## src/rtl/posit_mul_arbiter.sv

```systemverilog
// Round-robin front end sharing one pipelined posit multiplier among NREQ
// requesters, with tagged in-order result return through a credit FIFO.
module posit_mul_arbiter #(
  parameter int NREQ  = 4,
  parameter int NBITS = 32,
  parameter int LAT   = 4,
  parameter int DEPTH = 8,
  parameter int TAGW  = $clog2(NREQ)
) (
  input  logic                  clk,
  input  logic                  rst_n,
  input  logic [NREQ-1:0]       req_valid,
  output logic [NREQ-1:0]       req_ready,
  input  logic [NREQ*NBITS-1:0] req_a,
  input  logic [NREQ*NBITS-1:0] req_b,
  output logic                  mul_valid,
  output logic [NBITS-1:0]      mul_a,
  output logic [NBITS-1:0]      mul_b,
  input  logic [NBITS-1:0]      mul_result,
  output logic [NREQ-1:0]       res_valid,
  output logic [NBITS-1:0]      res_data,
  input  logic [NREQ-1:0]       res_ready,
  output logic                  busy
);

  localparam int CW = $clog2(DEPTH + 1);
  localparam int PW = (DEPTH > 1) ? $clog2(DEPTH) : 1;
  localparam logic [CW-1:0] DEPTH_C = CW'(DEPTH);
  localparam logic [PW-1:0] PLAST = PW'(DEPTH - 1);
  localparam logic [TAGW-1:0] TLAST = TAGW'(NREQ - 1);

  logic [TAGW-1:0]  rr_q, rr_d;
  logic [CW-1:0]    outst_q, outst_d;
  logic [CW-1:0]    cnt_q, cnt_d;
  logic [PW-1:0]    wptr_q, wptr_d;
  logic [PW-1:0]    rptr_q, rptr_d;
  logic [LAT-1:0]   vld_q, vld_d;
  logic [TAGW-1:0]  tag_q [LAT];
  logic [TAGW-1:0]  tag_d [LAT];
  logic [NBITS-1:0] mem_q [DEPTH];
  logic [NBITS-1:0] mem_d [DEPTH];
  logic [TAGW-1:0]  ftag_q [DEPTH];
  logic [TAGW-1:0]  ftag_d [DEPTH];

  logic            win_vld;
  logic [TAGW-1:0] win;
  logic            issue;
  logic            wr;
  logic            pop;
  logic            empty;
  logic [TAGW-1:0] head;

  always_comb begin
    win_vld = 1'b0;
    win     = '0;
    for (int k = 0; k < NREQ; k++) begin
      if (!win_vld && req_valid[(int'(rr_q) + k) % NREQ]) begin
        win_vld = 1'b1;
        win     = TAGW'((int'(rr_q) + k) % NREQ);
      end
    end
  end

  // Credits cover both in-flight ops and FIFO entries, so writes never overflow.
  assign issue     = rst_n && win_vld && (outst_q < DEPTH_C);
  assign req_ready = issue ? (NREQ'(1) << win) : '0;
  assign mul_valid = issue;
  assign mul_a     = issue ? req_a[int'(win)*NBITS +: NBITS] : '0;
  assign mul_b     = issue ? req_b[int'(win)*NBITS +: NBITS] : '0;

  assign wr        = vld_q[LAT-1];
  assign empty     = (cnt_q == '0);
  assign head      = ftag_q[rptr_q];
  assign pop       = !empty && res_ready[head];
  assign res_valid = empty ? '0 : (NREQ'(1) << head);
  assign res_data  = empty ? '0 : mem_q[rptr_q];
  assign busy      = (outst_q != '0);

  always_comb begin
    rr_d    = rr_q;
    outst_d = outst_q + CW'(issue) - CW'(pop);
    cnt_d   = cnt_q + CW'(wr) - CW'(pop);
    wptr_d  = wptr_q;
    rptr_d  = rptr_q;
    mem_d   = mem_q;
    ftag_d  = ftag_q;
    vld_d   = '0;
    tag_d   = tag_q;
    if (issue) begin
      rr_d = (win == TLAST) ? '0 : win + TAGW'(1);
    end
    vld_d[0] = issue;
    tag_d[0] = win;
    for (int k = 1; k < LAT; k++) begin
      vld_d[k] = vld_q[k-1];
      tag_d[k] = tag_q[k-1];
    end
    if (wr) begin
      mem_d[wptr_q]  = mul_result;
      ftag_d[wptr_q] = tag_q[LAT-1];
      wptr_d = (wptr_q == PLAST) ? '0 : wptr_q + PW'(1);
    end
    if (pop) begin
      rptr_d = (rptr_q == PLAST) ? '0 : rptr_q + PW'(1);
    end
  end

  always_ff @(posedge clk or negedge rst_n) begin
    if (!rst_n) begin
      rr_q    <= '0;
      outst_q <= '0;
      cnt_q   <= '0;
      wptr_q  <= '0;
      rptr_q  <= '0;
      vld_q   <= '0;
      for (int k = 0; k < LAT; k++) begin
        tag_q[k] <= '0;
      end
      for (int k = 0; k < DEPTH; k++) begin
        mem_q[k]  <= '0;
        ftag_q[k] <= '0;
      end
    end else begin
      rr_q    <= rr_d;
      outst_q <= outst_d;
      cnt_q   <= cnt_d;
      wptr_q  <= wptr_d;
      rptr_q  <= rptr_d;
      vld_q   <= vld_d;
      tag_q   <= tag_d;
      mem_q   <= mem_d;
      ftag_q  <= ftag_d;
    end
  end

endmodule
```

## config.mk

```make
export PLATFORM = sky130hd
export DESIGN_NAME = posit_mul_arbiter
export DESIGN_NICKNAME = d
export VERILOG_FILES = /design/src/rtl/posit_mul_arbiter.sv
export SDC_FILE = /design/constraint.sdc
export NUM_CORES = 1
export LEC_CHECK = 0
export CORE_UTILIZATION = 50
export CTS_CLUSTER_SIZE = 12
export DETAILED_ROUTE_END_ITERATION = 16
export PLACE_DENSITY = 0.81
export SLEW_MARGIN = 0
export SYNTH_ARGS = -nofsm -noshare
export SYNTH_HDL_FRONTEND = slang
export SYNTH_SLANG_ARGS = --single-unit
```

## constraint.sdc

```tcl
create_clock -name clk -period 3.49 [get_ports clk]
set_clock_uncertainty 0.15 [all_clocks]
set_input_delay 0.698 -clock clk [delete_from_list [all_inputs] [get_ports clk]]
set_output_delay 0.698 -clock clk [all_outputs]
set_load 0.005 [all_outputs]
```

==> impl_metrics.toml <==
[status]
status = "finished with violations"
violations = "setup timing"

[floorplan]
core_um2 = 31600
dieHeight_um = 181
start_util = 0.508
die_area_um2 = 32900
die_x_um = 181
num_io_pins = 404
rows = 65

[detailed_routing]
met3_length_um = 4190
dr_total_vias = 12800
totalWireLength_um = 55800
viasPerCell = 5.98
highest_layer = "met5"
drc = 0
wl_met2_um = 27300
antenna_left = 0
routedWlPerCell_um = 26.1
m1WireLength_um = 22200
drt_iter0_drc = 731
first_pass_iters = 5

[place]
place.gp.congestion = 0.978
io_buffers = 403
placed_cells = 2065
dp_hpwl_um = 37700

[worst_setup_path]
cp.required_ps = 2640
cp_max_fo = 8
cp.arrival_ps = 2730
critPathKind = "in -> out"
critPathLaunchType = "input port"
crit_path_end_kind = "output pin"

[global_route]
grt_pass1_vias = 13600
antenna_found_initial = 7
grt_overflow = 0
grt.total_usage = 0.334
grt_pass1_wl_um = 82300
grt_max_degree = 159

[sta]
slew_violations = 0
relSlewSlack = 0.390
tightest_slew_ps = 914
rsz0062_at_grt = "yes"
fmax_mhz = 280
hold_viol_final = 0
min_period_over_period = 1.02
post-route-min-period_ps = 3580
setup_viol = 2
worst_slack_ps = -86.7
fin_tns_setup_ps = -112

[cts]
htree_levels = 1
clk_path_buf_depth = 3
root_buffer = "clkbuf_16"
cts_tree = "built"
cts_buffers = 29
cts.sinks = 300
clock_latency_ps = 560
path_clk_slew_ps = 60

[yosys]
yosysWarnings = 0
post-synth-top-count-cell = "dfrtp_1"
postSynthCellCount = 1232
synthTopCellsByArea = "dfrtp_1, mux2_1, mux4_2, a211oi_1, mux2i_1"
postSynthAreaPerCell_um2 = 13.1
synth_edf_count = 0
synthTopCellsByCount = "dfrtp_1, mux2_1, a211oi_1, mux2i_1, inv_1"
synth_seq_cells = 300
syn-num-nets = 1550
async_flop_share = 1.00
synthFlopType = "dfrtp_1"
synth_top_area_frac = 0.467
synth_area_um2 = 16100
synth-seq-area-share = 0.467
synthDistinctLibCells = 34
synth_top_area_cell = "dfrtp_1"

[min_path]
min_path_type = "reg -> reg"

[power]
p_leak_nw = 10.3
ir_drop_uv = 476
power.total_w = 0.0194
power.density_nw_per_um2 = 834

[finish]
nFillCells = 2048
areaGrowthSynthToFinish_pct = 44.3
stdcell_count = 2141
multi_input_area_um2 = 8370
nets = 2045
drive_above_1_share = 0.237
ff_latch_area_um2 = 7510

[job]
maxCapViolCount = 0
per-stage QoR:
stage / hold slack [ps] / area, um2 / setup slack (ps) / util
floorplan: 181 / 16100 / 302 / -
global placement: 187 / 21500 / -642 / 0.678
detailed placement: 185 / 21500 / -579 / 0.678
CTS: 195 / 22800 / -132 / 0.720
global route: 202 / 23200 / -143 / 0.733
finish: 194 / 23200 / -86.7 / 0.733
flip-flops by register name, indices dropped and copies added (netlist names):
signal and flops:
tag_q 2, outst_q 4, mem_q 256, cnt_q 4
tag_d 6, wptr_q 3, rptr_q 3, rr_q 2
ftag_q 16, vld_q 4
critical path, stage by stage:
cell and delay, ps:
dlygate4sd2_1 280, a21oi_2 170, o21ai_4 90, a21o_4 250
buf_6 160, buf_4 140, mux2i_1 120, a211oi_2 180
buf_4 150, clkdlybuf4s50_1 490
where the power goes:
part           internal [W]  switching (W)  total (W)
Clock               0.00149        0.00124    0.00272
Combinational       0.00589        0.00456     0.0104
Sequential          0.00521       0.000961    0.00618
Total                0.0126        0.00675     0.0194
layout make-up:
type / instances / share of cell area
diodes: 6 / 0.000647
clock buffers: 33 / 0.0319
clock inverters: 4 / 0.00151
inverters: 83 / 0.0140
multi-input cells: 742 / 0.361
flip-flops and latches: 300 / 0.324
well taps: 402 / 0.0217
repair buffers: 571 / 0.246
kinds of logic after synthesis:
logic type | Yosys count | synth area share
DFF | 300 | 0.467
buffers and inverters | 190 | 0.0467
adders and majority gates | 20 | 0.0165
xor gates and xnor gates | 4 | 0.00218
muxes | 446 | 0.353
and+or+nand+nor | 67 | 0.0202
AOI/OAI and AO/OA | 205 | 0.0945
metal layers:
layer,up-vias,track usage
met3,124,0.0732
met5,-,0
met4,2,0.109
met2,495,0.557
li1,5601,-
met1,6585,0.434
cells in the final DEF, fill, tap and decap left out, types with 10 or more instances in the layout:
cell / count
nor2_1: 35
a211oi_2: 69
inv_1: 78
clkdlybuf4s50_1: 317
a211oi_1: 120
mux2i_1: 94
dlymetal6s2s_1: 10
buf_6: 12
dfrtp_1: 297
ha_1: 16
dlygate4sd2_1: 37
mux4_2: 68
buf_12: 18
mux2_1: 272
clkbuf_2: 16
clkbuf_16: 32
buf_4: 129
worst paths after layout:
check	cells after the start	slack, ps	start	to
worst max-delay path	10	-90	req_valid[1]	mul_b[16]
worst min-delay path	0	190	tag_d[0]	tag_q[0]
worst max register to register	11	100	rptr_q[0]	cnt_q[2]
worst min register to register	0	190	tag_d[0]	tag_q[0]
max in group asynchronous	3	1500	rst_n	mem_q[228]
min in group asynchronous	2	210	rst_n	mem_q[251]
timing repair:
action,CTS,global route
buffers inserted,14,8
resized for setup,151,124
hold endpoints to repair,0,0
setup endpoints to repair,100,76
pin swaps,20,15
hold buffers,0,0
cloned,8,4
(Power assumes the default switching activity.)
